<file path="src/rtl/gate_bist.sv">
// Built-in self-test engine for a single 2-input gate: sweeps 00..11, waits a
// programmable settle time per vector, and reports pass/fail against TRUTH.
module gate_bist #(
    parameter logic [3:0]  TRUTH  = 4'b1000,
    parameter int unsigned SETTLE = 2,
    parameter int unsigned ERR_W  = 3
) (
    input  logic             clk,
    input  logic             rst_n,
    input  logic             start_i,
    input  logic             y_i,
    output logic             a_o,
    output logic             b_o,
    output logic             busy_o,
    output logic             done_o,
    output logic             pass_o,
    output logic [ERR_W-1:0] err_cnt_o,
    output logic             fail_valid_o,
    output logic [1:0]       fail_vec_o
);

    typedef enum logic [1:0] {IDLE, APPLY, CHECK, DONE} state_t;

    localparam logic [3:0] SETTLE_LAST = 4'(SETTLE - 1);

    state_t           state, state_nx;
    logic [1:0]       vec, vec_nx;
    logic [3:0]       settle_cnt, settle_nx;
    logic [ERR_W-1:0] err_nx;
    logic             fail_valid_nx;
    logic [1:0]       fail_vec_nx;
    logic             pass_nx;
    logic             a_nx, b_nx, busy_nx, done_nx;

    always_comb begin
        state_nx      = state;
        vec_nx        = vec;
        settle_nx     = settle_cnt;
        err_nx        = err_cnt_o;
        fail_valid_nx = fail_valid_o;
        fail_vec_nx   = fail_vec_o;
        pass_nx       = pass_o;

        case (state)
            IDLE: begin
                if (start_i) begin
                    state_nx      = APPLY;
                    vec_nx        = '0;
                    settle_nx     = '0;
                    err_nx        = '0;
                    fail_valid_nx = 1'b0;
                    fail_vec_nx   = '0;
                    pass_nx       = 1'b0;
                end
            end
            APPLY: begin
                if (settle_cnt == SETTLE_LAST) begin
                    state_nx = CHECK;
                end else begin
                    settle_nx = settle_cnt + 4'd1;
                end
            end
            CHECK: begin
                if (y_i != TRUTH[vec]) begin
                    if (err_cnt_o != '1) begin
                        err_nx = err_cnt_o + 1'b1;
                    end
                    if (!fail_valid_o) begin
                        fail_valid_nx = 1'b1;
                        fail_vec_nx   = vec;
                    end
                end
                if (vec == 2'd3) begin
                    state_nx = DONE;
                    // Use the updated count so a mismatch on vector 11 still fails.
                    pass_nx  = (err_nx == '0);
                end else begin
                    state_nx  = APPLY;
                    vec_nx    = vec + 2'd1;
                    settle_nx = '0;
                end
            end
            DONE: begin
                state_nx = IDLE;
            end
            default: begin
                state_nx = IDLE;
            end
        endcase

        // Outputs are decoded from the next state and then registered.
        busy_nx = (state_nx == APPLY) || (state_nx == CHECK);
        a_nx    = busy_nx & vec_nx[1];
        b_nx    = busy_nx & vec_nx[0];
        done_nx = (state_nx == DONE);
    end

    always_ff @(posedge clk) begin
        if (!rst_n) begin
            state        <= IDLE;
            vec          <= '0;
            settle_cnt   <= '0;
            err_cnt_o    <= '0;
            fail_valid_o <= 1'b0;
            fail_vec_o   <= '0;
            pass_o       <= 1'b0;
            a_o          <= 1'b0;
            b_o          <= 1'b0;
            busy_o       <= 1'b0;
            done_o       <= 1'b0;
        end else begin
            state        <= state_nx;
            vec          <= vec_nx;
            settle_cnt   <= settle_nx;
            err_cnt_o    <= err_nx;
            fail_valid_o <= fail_valid_nx;
            fail_vec_o   <= fail_vec_nx;
            pass_o       <= pass_nx;
            a_o          <= a_nx;
            b_o          <= b_nx;
            busy_o       <= busy_nx;
            done_o       <= done_nx;
        end
    end

endmodule

</file>
<file path="config.mk">
export PLATFORM = sky130hd
export DESIGN_NAME = gate_bist
export DESIGN_NICKNAME = d
export VERILOG_FILES = /design/src/rtl/gate_bist.sv
export SDC_FILE = /design/constraint.sdc
export NUM_CORES = 1
export LEC_CHECK = 0
export CAP_MARGIN = 20
export CORE_UTILIZATION = 40
export CTS_CLUSTER_DIAMETER = 60
export DETAILED_ROUTE_END_ITERATION = 8
export SYNTH_ARGS = -nofsm -noshare
export SYNTH_HDL_FRONTEND = slang
export SYNTH_SLANG_ARGS = --single-unit
</file>
<file path="constraint.sdc">
create_clock -name clk -period 5.2 [get_ports clk]
set_input_delay 1.04 -clock clk [delete_from_list [all_inputs] [get_ports clk]]
set_output_delay 1.04 -clock clk [all_outputs]
set_load 0.005 [all_outputs]
</file>
==> flow_summary.ini <==
[run_status]
status = finished clean

[floorplanning]
core_sq_mm = 0.00204
row_count = 16
die_w_um = 49.6
start_util = 0.444
dieArea_sq_mm = 0.00246
fp.dieH_um = 49.6
io_pins = 15

[layout]
layout_common_cells = 19 x dfxtp_1, 14 x clkdlybuf4s50_1, 7 x inv_1, 7 x o21ai_0, 7 x a21oi_1
multiInputGateArea_sq_um = 484
nNetsFinal = 125
fillers = 209
seqCellArea_sq_um = 380
drive_above_1_share = 0.0517
fin_util = 0.535
final_common_cell = dfxtp_1
syn2layout_area_growth_pct = 20.4
num_antenna_cells = 0

[sta]
max_slew_margin = 0.560
tns_ns = 0
rsz0062_at_grt = no
hold_viol = 0
fin_worst_skew_ns = 0.00306
drv_slew = 0
setup_viol = 0
fin_crit_ns = 2.50
fin_crit_sh = 0.480
worst_slew_pin_slew_ns = 0.654
max_freq_ghz = 0.401

[routing]
dr.pass1.iters = 4
vias_per_cell = 5.31
drt-initial-drc-count = 11
num_vias = 759
drcViolationCount = 0
wire_per_inst_um = 12.9
ant_nets = 0
routed_wl_mm = 1.84

[setup_path]
max_stage_delay_ns = 0.76
cp_cell_sequence = clkdlybuf4s50_1 > or4b_1 > or4_1 > nand3_1
critPathCaptureType = flip-flop
cp-start-kind = primary input
worstPathArrival_ns = 2.74
worst-path-buf-inv = 1
cpMaxStageDelayCell = clkdlybuf4s50_1
worstPathMaxFanout = 16
cp.required_ns = 5.44
crit_type = in2reg
crit_family = simple AND/OR/NAND/NOR gates

[power_and_ir_drop]
clockPowerShare = 0.298
power_frac_comb = 0.096
internal_power_uw = 187
power.density_mw_per_mm2 = 229
switchingPower_uw = 62.8
seqPwrFrac = 0.606
p_leak_uw = 0.000418
vdd_drop_max_mv = 0.151
swShare = 0.251

[logic_synthesis]
ys_seq_elements = 19
syn-num-nets = 110
synth_xor_area_frac = 0
async_flop_share = 0
netlist_area_sq_um = 907
syn_inst = 102
synth_ff_type = dfxtp_1
yosys.area_share.simple = 0.255
synth_fa_ha_area_frac = 0.0552
yosys_warnings = 0
synth.avg_cell_area_sq_um = 8.89
synthMuxAreaShare = 0.0441
seq_area_frac_synth = 0.419
synth_compound_area_frac = 0.179
synth_top_family_by_area = simple AND/OR/NAND/NOR gates
synth_cell_types = 35
synth-edff-count = 0

[clock_tree]
clk_latency_ns = 0.29
clockBufferDepth = 2
numClockSinks = 19
htree_levels = 1
post_cts_resized = 0
cts_setup_buffers = 0
cts.root.buffer_cell = clkbuf_4
postCtsHoldBufs = 0
cts_tree = yes
cts_inserted_buffers = 3
clkTransAtPathRegs_ns = 0.11

[grt]
grt_pass1_vias = 724
grtUsageMet3 = 0.0586
overflow = 0
grtUsageTotal = 0.171
grt_pass1_wl_mm = 3.25
antenna_found_initial = 0
use_met1 = 0.218
grt_max_degree = 17
grt_use_met2 = 0.279
top_usage_layer = met2

[placed_design]
gp_congestion = 0.762
numPortBuffers = 14
dp_hpwl_mm = 1.30

[worst_hold_path]
hold_class = reg2reg

[flow_run]
maxCapViolCount = 0
-- cell usage after synthesis (3+ instances only) --
master | count | area [sq um]
dfxtp_1 | 19 | 380
a21oi_1 | 7 | 35.0
inv_1 | 7 | 26.3
o21ai_0 | 7 | 35.0
nand3_1 | 6 | 30.0
nand2_1 | 5 | 18.8
ha_1 | 4 | 50.1
mux2i_1 | 4 | 40.0
nand2b_1 | 4 | 25.0
and2_1 | 3 | 18.8
nor2b_1 | 3 | 18.8
or3_1 | 3 | 18.8
-- final timing paths --
check        endpoint  cells past startpoint           from  slack [ns]
max reg2reg       a_o                      6  settle_cnt[0]        3.26
min            pass_o                      2         pass_o        0.48
min reg2reg    pass_o                      2         pass_o        0.48
max            pass_o                      4          rst_n        2.70
-- logic make-up after synthesis --
logic type | count (synthesis)
compound gates | 26
fa+ha+maj | 4
buf+inv | 11
flops | 19
mux | 4
simple gates | 38
-- power groups by stage --
stage	Combinational (uW)	Clock, uW	Sequential, uW
2_1_floorplan	16.9	0	153
3_3_place_gp	23.9	0	155
3_5_place_dp	24.0	0	155
4_1_cts	24.1	79.8	152
5_1_grt	27.0	86.0	153
6_report	23.9	74.5	152
-- per-layer routing --
metal	wire length, um	up-vias	share of wire
met1	890	343	0.48
met5	0	-	0
met4	0	0	0
met3	77	0	0.042
li1	-	402	-
met2	871	14	0.47
-- worst reg2reg max path, delay by kind of cell (launching register included) --
kind	cells	cell delay (ns)
AND/OR/NAND/NOR	1	0.55
adder cells (fa/ha/maj)	2	0.47
flip-flops	1	0.41
AO/OA/AOI/OAI	2	0.38
buffers and inverters	1	0.06
-- layout make-up --
type                       count  share of cell area
clock buffer                   3              0.0206
clock inverter                 1             0.00458
inverter                       7              0.0241
multi-input combinational     72               0.443
sequential                    19               0.348
tap                           27              0.0309
timing repair buffer          14               0.128
-- through the flow --
| step | worst slack [ns] | hold slack (ns) | power, uW | cell area (sq um) | cells |
|---|---|---|---|---|---|
| 3_5_place_dp | 2.38 | 0.471 | 179 | 1060 | 139 |
| 6_report | 2.70 | 0.485 | 250 | 1090 | 143 |
| 2_1_floorplan | 3.23 | 0.458 | 170 | 907 | 102 |
| 3_3_place_gp | 2.41 | 0.461 | 179 | 1060 | 139 |
| 5_1_grt | 2.64 | 0.516 | 266 | 1090 | 143 |
| 4_1_cts | 2.71 | 0.493 | 256 | 1090 | 143 |
-- flip-flops by register name, indices dropped and copies added, names as in the netlist --
register and count:
a_o 1, b_o 1, busy_o 1, done_o 1
err_cnt_o 3, fail_valid_o 1, fail_vec_o 2, pass_o 1
settle_cnt 4, state 2, vec 2
Power figures use the tool's default switching activity.
